===== src/rtl/pong_pkg.sv =====
// -----------------------------------------------------------------------------
// pong_pkg
//   Shared definitions for the pong score datapath: game-flow FSM encoding,
//   score width/limit (the display scanner uses the same width), player ids
//   and a saturating score increment helper.
// -----------------------------------------------------------------------------
package pong_pkg;

  // Score width is shared with the seven-segment scanner and the renderer.
  localparam int SCORE_W = 16;
  localparam logic [SCORE_W-1:0] SCORE_MAX = 16'd9999;

  // Player ids; also used as serve direction (0 = toward P1, 1 = toward P2).
  localparam logic PLAYER_1 = 1'b0;
  localparam logic PLAYER_2 = 1'b1;

  typedef enum logic [2:0] {
    IDLE      = 3'd0,
    SERVE     = 3'd1,
    PLAY      = 3'd2,
    SCORED    = 3'd3,
    GAME_OVER = 3'd4
  } state_t;

  // Increment a score, holding at SCORE_MAX so the decimal display never wraps.
  function automatic logic [SCORE_W-1:0] sat_inc(input logic [SCORE_W-1:0] s);
    return (s >= SCORE_MAX) ? SCORE_MAX : s + 1'b1;
  endfunction

endpackage


===== src/rtl/score_controller_point_arbiter.sv =====
// -----------------------------------------------------------------------------
// point_arbiter
//   Two-requester round-robin arbiter for the rally-end pulses. A single pulse
//   wins outright; simultaneous pulses go to the player selected by rr, which
//   then toggles so the next collision favours the other player.
//
// Ports
//   clk, rst      clock, asynchronous active-high reset (rr -> P1 favoured)
//   en            arbitration enabled (only while the rally is in play)
//   clear         force rr back to P1 favoured (game restart)
//   req_p1/req_p2 one-cycle point pulses from the collision logic
//   scorer_valid  a point was won this cycle
//   scorer_id     winner of the point (PLAYER_1 / PLAYER_2)
// -----------------------------------------------------------------------------
module point_arbiter
  import pong_pkg::*;
(
  input  logic clk,
  input  logic rst,
  input  logic en,
  input  logic clear,
  input  logic req_p1,
  input  logic req_p2,
  output logic scorer_valid,
  output logic scorer_id
);

  logic rr;
  logic collision;

  always_comb begin
    collision    = en & req_p1 & req_p2;
    scorer_valid = en & (req_p1 | req_p2);
    scorer_id    = collision ? rr : (req_p2 ? PLAYER_2 : PLAYER_1);
  end

  // rr only moves on a genuine collision; single pulses leave fairness alone.
  always_ff @(posedge clk or posedge rst) begin
    if (rst) begin
      rr <= PLAYER_1;
    end else if (clear) begin
      rr <= PLAYER_1;
    end else if (collision) begin
      rr <= ~rr;
    end
  end

endmodule


===== src/rtl/score_controller.sv =====
// -----------------------------------------------------------------------------
// score_controller
//   Game-flow controller: sequences each rally (IDLE, SERVE, PLAY, SCORED,
//   GAME_OVER), arbitrates the point pulses, owns both binary scores and gates
//   the ball engine. Every output is registered.
//
// Parameters
//   WIN_SCORE    score that ends the game (1..9999)
//   SERVE_DELAY  cycles spent in SERVE before ball_en rises (>= 1)
//   BLINK_DIV    game-over blink half-period in cycles (SCORE_BLINK_EN only)
//
// Ports
//   clk, rst             clock, asynchronous active-high reset
//   start_btn            debounced start/restart level; acted on at its rise
//   point_p1, point_p2   one-cycle rally-won pulses
//   score1, score2       player scores, binary 0..9999
//   ball_en              ball engine runs while high
//   serve_dir            0 = serve toward P1, 1 = toward P2
//   game_over, winner    game finished / who won (0 = P1, 1 = P2)
//   disp_en              score digit enable
//
// Build option
//   SCORE_BLINK_EN  when defined, disp_en flashes every BLINK_DIV cycles in
//                   GAME_OVER; otherwise disp_en is tied high.
// -----------------------------------------------------------------------------
module score_controller
  import pong_pkg::*;
#(
  parameter int WIN_SCORE   = 7,
  parameter int SERVE_DELAY = 100000000,
  parameter int BLINK_DIV   = 25000000
) (
  input  logic               clk,
  input  logic               rst,
  input  logic               start_btn,
  input  logic               point_p1,
  input  logic               point_p2,
  output logic [SCORE_W-1:0] score1,
  output logic [SCORE_W-1:0] score2,
  output logic               ball_en,
  output logic               serve_dir,
  output logic               game_over,
  output logic               winner,
  output logic               disp_en
);

  if (WIN_SCORE < 1 || WIN_SCORE > 9999 || SERVE_DELAY < 1 || BLINK_DIV < 1) begin : g_param_check
    $error("score_controller: parameter out of legal range");
  end

  localparam int CNT_W = (SERVE_DELAY > 1) ? $clog2(SERVE_DELAY) : 1;
  localparam logic [CNT_W-1:0]   SERVE_LAST = CNT_W'(SERVE_DELAY - 1);
  localparam logic [SCORE_W-1:0] WIN_VAL    = SCORE_W'(WIN_SCORE);

  state_t             state, state_d;
  logic [CNT_W-1:0]   serve_cnt, serve_cnt_d;
  logic               start_q, start_rise;
  logic               scorer_q, scorer_d;
  logic               scorer_valid, scorer_id;
  logic               arb_clear;
  logic [SCORE_W-1:0] score1_d, score2_d, new_score;
  logic               ball_en_d, serve_dir_d, game_over_d, winner_d;

  // Level button -> single-cycle rise; holding the button serves only once.
  assign start_rise = start_btn & ~start_q;

  point_arbiter u_point_arbiter (
    .clk          (clk),
    .rst          (rst),
    .en           (state == PLAY),
    .clear        (arb_clear),
    .req_p1       (point_p1),
    .req_p2       (point_p2),
    .scorer_valid (scorer_valid),
    .scorer_id    (scorer_id)
  );

  // NOTE: every variable gets its hold value first so no path leaves it
  // unassigned; otherwise synthesis infers a latch.
  always_comb begin
    state_d     = state;
    serve_cnt_d = serve_cnt;
    scorer_d    = scorer_q;
    score1_d    = score1;
    score2_d    = score2;
    serve_dir_d = serve_dir;
    game_over_d = game_over;
    winner_d    = winner;
    arb_clear   = 1'b0;
    new_score   = '0;

    unique case (state)
      IDLE: begin
        if (start_rise) begin
          state_d     = SERVE;
          serve_cnt_d = '0;
        end
      end

      SERVE: begin
        if (serve_cnt == SERVE_LAST) begin
          state_d = PLAY;
        end else begin
          serve_cnt_d = serve_cnt + 1'b1;
        end
      end

      PLAY: begin
        if (scorer_valid) begin
          state_d  = SCORED;
          scorer_d = scorer_id;
        end
      end

      SCORED: begin
        new_score = (scorer_q == PLAYER_2) ? sat_inc(score2) : sat_inc(score1);
        if (scorer_q == PLAYER_2) begin
          score2_d = new_score;
        end else begin
          score1_d = new_score;
        end
        // The player who lost the point receives the next serve.
        serve_dir_d = ~scorer_q;
        if (new_score >= WIN_VAL) begin
          winner_d    = scorer_q;
          game_over_d = 1'b1;
          state_d     = GAME_OVER;
        end else begin
          state_d     = SERVE;
          serve_cnt_d = '0;
        end
      end

      GAME_OVER: begin
        if (start_rise) begin
          score1_d    = '0;
          score2_d    = '0;
          game_over_d = 1'b0;
          serve_dir_d = PLAYER_1;
          arb_clear   = 1'b1;
          state_d     = SERVE;
          serve_cnt_d = '0;
        end
      end

      default: state_d = IDLE;
    endcase

    // Registered from the next state so ball_en tracks PLAY with no lag.
    ball_en_d = (state_d == PLAY);
  end

  // NOTE: sequential state uses non-blocking assignments so every register
  // samples the pre-edge values regardless of statement order.
  always_ff @(posedge clk or posedge rst) begin
    if (rst) begin
      state     <= IDLE;
      serve_cnt <= '0;
      start_q   <= 1'b0;
      scorer_q  <= PLAYER_1;
      score1    <= '0;
      score2    <= '0;
      ball_en   <= 1'b0;
      serve_dir <= PLAYER_1;
      game_over <= 1'b0;
      winner    <= PLAYER_1;
    end else begin
      state     <= state_d;
      serve_cnt <= serve_cnt_d;
      start_q   <= start_btn;
      scorer_q  <= scorer_d;
      score1    <= score1_d;
      score2    <= score2_d;
      ball_en   <= ball_en_d;
      serve_dir <= serve_dir_d;
      game_over <= game_over_d;
      winner    <= winner_d;
    end
  end

`ifdef SCORE_BLINK_EN
  localparam int BLINK_W = (BLINK_DIV > 1) ? $clog2(BLINK_DIV) : 1;
  localparam logic [BLINK_W-1:0] BLINK_LAST = BLINK_W'(BLINK_DIV - 1);

  logic [BLINK_W-1:0] blink_cnt, blink_cnt_d;
  logic               disp_en_d;

  // Blink only while staying in GAME_OVER; the entering and leaving cycles
  // force the display on with a fresh counter.
  always_comb begin
    blink_cnt_d = '0;
    disp_en_d   = 1'b1;
    if (state == GAME_OVER && state_d == GAME_OVER) begin
      if (blink_cnt == BLINK_LAST) begin
        blink_cnt_d = '0;
        disp_en_d   = ~disp_en;
      end else begin
        blink_cnt_d = blink_cnt + 1'b1;
        disp_en_d   = disp_en;
      end
    end
  end

  always_ff @(posedge clk or posedge rst) begin
    if (rst) begin
      blink_cnt <= '0;
      disp_en   <= 1'b1;
    end else begin
      blink_cnt <= blink_cnt_d;
      disp_en   <= disp_en_d;
    end
  end
`else
  assign disp_en = 1'b1;
`endif

endmodule


===== config.mk =====
export PLATFORM = sky130hd
export DESIGN_NAME = score_controller
export DESIGN_NICKNAME = d
export VERILOG_FILES = /design/src/rtl/pong_pkg.sv /design/src/rtl/score_controller_point_arbiter.sv /design/src/rtl/score_controller.sv
export SDC_FILE = /design/constraint.sdc
export NUM_CORES = 1
export LEC_CHECK = 0
export BUFFER_PORTS_ARGS = -buffer_cell sky130_fd_sc_hd__buf_2
export CORE_UTILIZATION = 38
export CTS_CLUSTER_SIZE = 16
export DETAILED_ROUTE_END_ITERATION = 10
export GPL_ROUTABILITY_DRIVEN = 0
export SLEW_MARGIN = 30
export SYNTH_ARGS = -nofsm -noshare
export SYNTH_HDL_FRONTEND = slang
export SYNTH_HIERARCHICAL = 1
export SYNTH_SLANG_ARGS = --single-unit

===== constraint.sdc =====
create_clock -name clk -period 3.2 [get_ports clk]
set_input_delay 0.32 -clock clk [delete_from_list [all_inputs] [get_ports clk]]
set_output_delay 0.32 -clock clk [all_outputs]
set_load 0.005 [all_outputs]

; Word-level counts from Yosys, hierarchy flattened
; Index checks and enable logic that the tools add are counted.
[word_totals]
register_bits = 69
inputBits = 5
out_inout_bits = 37
elab_cells = 77
[classes]
addsub = 3
order_cmp = 3
eq_ne = 13
n_mux = 27
n_bitwise = 8
n_reduce_logical = 12
[op_table]
columns = cell, count
row1 = $mux 16, 6
row2 = $mux 27, 3
row3 = $pmux 27 s3, 1
row4 = $pmux 16 s2, 2
row5 = $add 16x1->16 const B, 2
row6 = $ge 16x14->1 const B, 2
row7 = $add 27x1->27 const B, 1
row8 = $eq 27x27->1 const B, 1
row9 = $ge 16x3->1 const B, 1
row10 = $mux 3, 4
row11 = $ne 2x2->1 const B, 6
row12 = $pmux 3 s4, 1
row13 = $eq 3x2->1 const B, 3
row14 = $reduce_and 3->1, 3
row15 = $mux 1, 8
row16 = $reduce_and 2->1, 3
row17 = $and 1x1->1, 4
row18 = $pmux 1 s2, 2
row19 = $reduce_and 4->1, 1
row20 = $reduce_bool 2->1, 2
row21 = $eq 3x1->1 const B, 1
row22 = $eq 3x3->1 const B, 1
row23 = $logic_not 3->1, 1
row24 = $not 1->1, 3
row25 = other kinds (4), 4

; Depth between registers and ports, before layout
[depth]
ltp_word = 7
ltp_mapped = 12
ltp_nobuf = 8

; By module
; The synthesis kept the hierarchy.
[modules_own_cells]
columns = mod, instances, cells_each, area_per_inst_um2, seq_area_each_um2
row1 = score_controller, 1, 453, 4038.9, 1701.6
row2 = point_arbiter, 1, 9, 78.8, 25.0

; Worst setup path after synthesis
; No wires, ideal clock.
[synth_path]
kind = reg2reg
startpoint = reg score1[0]
endpoint = reg serve_cnt[5]
setup_ps = 138
t_arrival_ps = 2542
required_ps = 3062
path_slack_ps = 520
path_stages_with_launch = 13
path_buffers = 4
synth_period_minus_slack_ps = 2680
cell_sequence = dfrtp_1 > ha_1 > clkbuf_1 > nand3_1 > a211oi_2 > nor2_1 > buf_6 > a21oi_1 > or4b_4 > o31ai_4 > buf_6 > buf_6 > a31oi_1
[synth_via]
elab_chain_cells = 6
elab_cells_between_ends = 7
cone_classes = add/sub: 1 / order compare: 2 / eq/ne: 1 / mux: 2 / reduce/logical: 1
[synth_rtl]
columns = element, line_no
row1 = from (decl), score_controller.sv:38  ; output logic [SCORE_W-1:0] score1,
row2 = from (signal assigned), score_controller.sv:172  ; score1 <= score1_d;
row3 = $add 16x1->16 or $ge 16x14->1 (tied branches), pong_pkg.sv:27  ; return (s >= SCORE_MAX) ? SCORE_MAX : s + 1'b1;
row4 = $mux 16 (*), pong_pkg.sv:27
row5 = $mux 16 (*), score_controller.sv:116  ; new_score = (scorer_q == PLAYER_2) ? sat_inc(score2) : sat_inc(score1);
row6 = $ge 16x3->1 (*), score_controller.sv:124  ; if (new_score >= WIN_VAL) begin
row7 = $ne 2x2->1 (no line) (*), n/a
row8 = $reduce_and 4->1 (no line) (*), n/a
row9 = to (signal assigned), score_controller.sv:169  ; serve_cnt <= serve_cnt_d;
row10 = to (decl), score_controller.sv:56  ; logic [CNT_W-1:0] serve_cnt, serve_cnt_d;
; Every way passes the cells marked *; elsewhere a longest branch is shown, timed or not.
; A chain may end at the register's enable or synchronous reset.

; Worst setup path in the final report
[layout_path]
startpoint = reg score1[5]
endpoint = reg serve_cnt[11]
; The elaborated chain is that of the path after synthesis.

==> out/qor.txt <==
outcome - complete, no violations
Core Box Area - 10400 µm²
top cells by instance count after synthesis - dfrtp_1, nand2_1, a21oi_1
post-route antenna net violation count - 0
die area - 11300 µm²
CTS tree - yes
CTS root buf - clkbuf_8
Min-Delay Path Class - in -> reg
fin crit period - 2.93 ns
Psw - 787 µW
Clock Latency Late Sink - 0.36 ns
largest net degree at the start of global routing - 33
final hold vios - 0
TritonCTS Buffers - 9
post-detailed-route DRC marker count - 0
relative slew slack - 0.497
clk sinks - 69
routed len/inst - 16.8 µm
setup slack after layout - 0.270 ns
initial antenna violation count - 0
I/O pin total - 42
Via density - 5.84
vias in the first global route - 3476
Initial Util - 0.395
Worst IR Drop VDD - 0.258 mV
switch share - 0.333
Setup TNS - 0 ns
hold depth - 1
Max Cap Violations - 0
Synth top area share - 0.419
final setup fails - 0
Yosys cell types - 57
Core Rows - 37
syn nets - 470
Chip Height - 106 µm
combinational power share - 0.184
Top FF cell, synth - dfrtp_1
sequential share of the synthesized area - 0.419
Flop pwr share - 0.496
fmax - 341 MHz
P per Cell Area - 502 nW/µm²
area grow syn2layout - 14.5%
DP HPWL - 7680 µm
internal power - 1580 µW
DR iter-0 viols - 306
first drt pass iteration count - 5
die width - 106 µm
first-pass GRT wire length - 17900 µm
met1 Track Usage GR - 0.305
Worst-path clk slew - 0.08 ns
skew final - 0.00541 ns
R2R depth - 8
minimum hold slack - 0.0734 ns
Util after Layout - 0.453
crit path kind - reg -> reg
Cells after Synth - 462
Placement Setup Slack - 0.318 ns
post-synthesis cell area - 4120 µm²
GR Util met2 - 0.291
Routed Wire Length - 10900 µm
Clock power frac - 0.320
final-report max-slew violation count - 0
Async S/R FF share, synth - 1.00
routing usage on met3 - 0.0472
routed vias - 3781
Slew @ Worst Pin - 0.755 ns
CP required - 3.42 ns
CP arrival - 3.15 ns
total congestion overflow - 0
final net count - 514
EDFF count, synth - 0
CP endpoint kind - flip-flop
Mean Syn Cell Area - 8.91 µm²
layout cells sized above 1 - 0.192
Leakage - 0.00209 µW
Clock Tree Buf Depth - 2
Most Crowded Layer GR - met1
GRT Util Overall - 0.204
dominant cells by area after synthesis - dfrtp_1, nand2_1, a21oi_1
final worst path period share - 0.915
H-tree levels - 3
Synth Register Bits - 69
post-synth top area cell - dfrtp_1
most numerous cell in the Yosys netlist - dfrtp_1
RSZ-0062 raised after global routing - false
Synth warnings - 6
antenna diode count - 0
Worst setup SP type - flip-flop
CP max FO - 29
IO buf count - 40
placed cells by master (no fill, tap or decap), drive strengths merged, types with 12 or more instances in the layout:
master  synthesis  final
and3           12     12
nor4           14     14
nand2          49     49
o31ai          15     15
dfrtp          69     69
buf             6     56
a21oi          35     35
nand3          25     25
a31oi          23     23
nor2           25     25
xnor2          14     14
o21ai          16     16
inv            14     16
power by group through the flow:
stage	registers (µW)	logic, µW	clock network (µW)
detailed placement	1190	435	0
finish	1170	435	757
CTS	1170	437	777
floorplan	1140	338	0
global placement	1180	419	0
global route	1200	499	815
layer usage:
metal,part of all wire,vias up
met5,0,-
met4,0.012,0
met3,0.060,10
met2,0.44,125
met1,0.49,1832
li1,-,1814
cells by family (layout without fill, tap and decap cells):
logic type / Yosys count / count (layout) / share of synthesized area
adder cells (fa/ha/maj): 3 / 3 / 0.00912
multiplexers: 12 / 12 / 0.0334
AO/OA/AOI/OAI: 135 / 135 / 0.219
other: 1 / 1 / 0.000911
buffers and inverters: 38 / 87 / 0.0416
flip-flops: 69 / 69 / 0.419
AND/OR/NAND/NOR: 183 / 183 / 0.232
XOR/XNOR: 21 / 21 / 0.0447
final timing paths:
kind	start	to	slack [ns]
worst min-delay path	start_btn	start_q$_DFF_PP0_	0.07
max in group asynchronous	rst	score2[4]$_DFFE_PP0P_	1.80
worst max-delay path	score1[5]$_DFFE_PP0P_	serve_cnt[11]$_DFFE_PP0P_	0.27
worst min register to register	serve_cnt[22]$_DFFE_PP0P_	serve_cnt[22]$_DFFE_PP0P_	0.51
worst max register to register	score1[5]$_DFFE_PP0P_	serve_cnt[11]$_DFFE_PP0P_	0.27
min in group asynchronous	rst	u_point_arbiter/rr$_DFFE_PP0P_	0.34
metrics by stage:
stage	area (µm²)	total power, µW	std cells
6_report	4720	2370	647
5_1_grt	4720	2520	647
4_1_cts	4720	2380	647
3_5_place_dp	4500	1620	630
3_3_place_gp	4500	1600	630
2_1_floorplan	4120	1470	462
flip-flops by register name, indices dropped and copies added (netlist names):
register / count
ball_en: 1
game_over: 1
score1: 16
score2: 16
scorer_q: 1
serve_cnt: 27
serve_dir: 1
start_q: 1
state: 3
u_point_arbiter/rr: 1
winner: 1
layout make-up:
cell class                 count  area, µm²
clock buffer                  10        138
tap                          136        170
clock inverter                 6       70.1
timing repair buffer          57        330
fill                        1031       5700
inverter                      14       52.6
sequential                    69       1730
multi-input combinational    355       2230
worst max-delay path, cell delays in order, from the launching register on:
cell and delay, ns:
dfrtp_1 0.46, nor4_1 0.39, a211oi_2 0.16, nor2_1 0.30, a22oi_1 0.17, or4b_4 0.59, o31ai_4 0.21, buf_4 0.35
a41oi_1 0.16
repair_timing:
action | CTS | global route
endpoints found under the hold margin | 1 | 0
hold buffers | 1 | 0
gates resized for setup | 0 | 0
setup buffers | 0 | 0
Power figures use the tool's default switching activity.
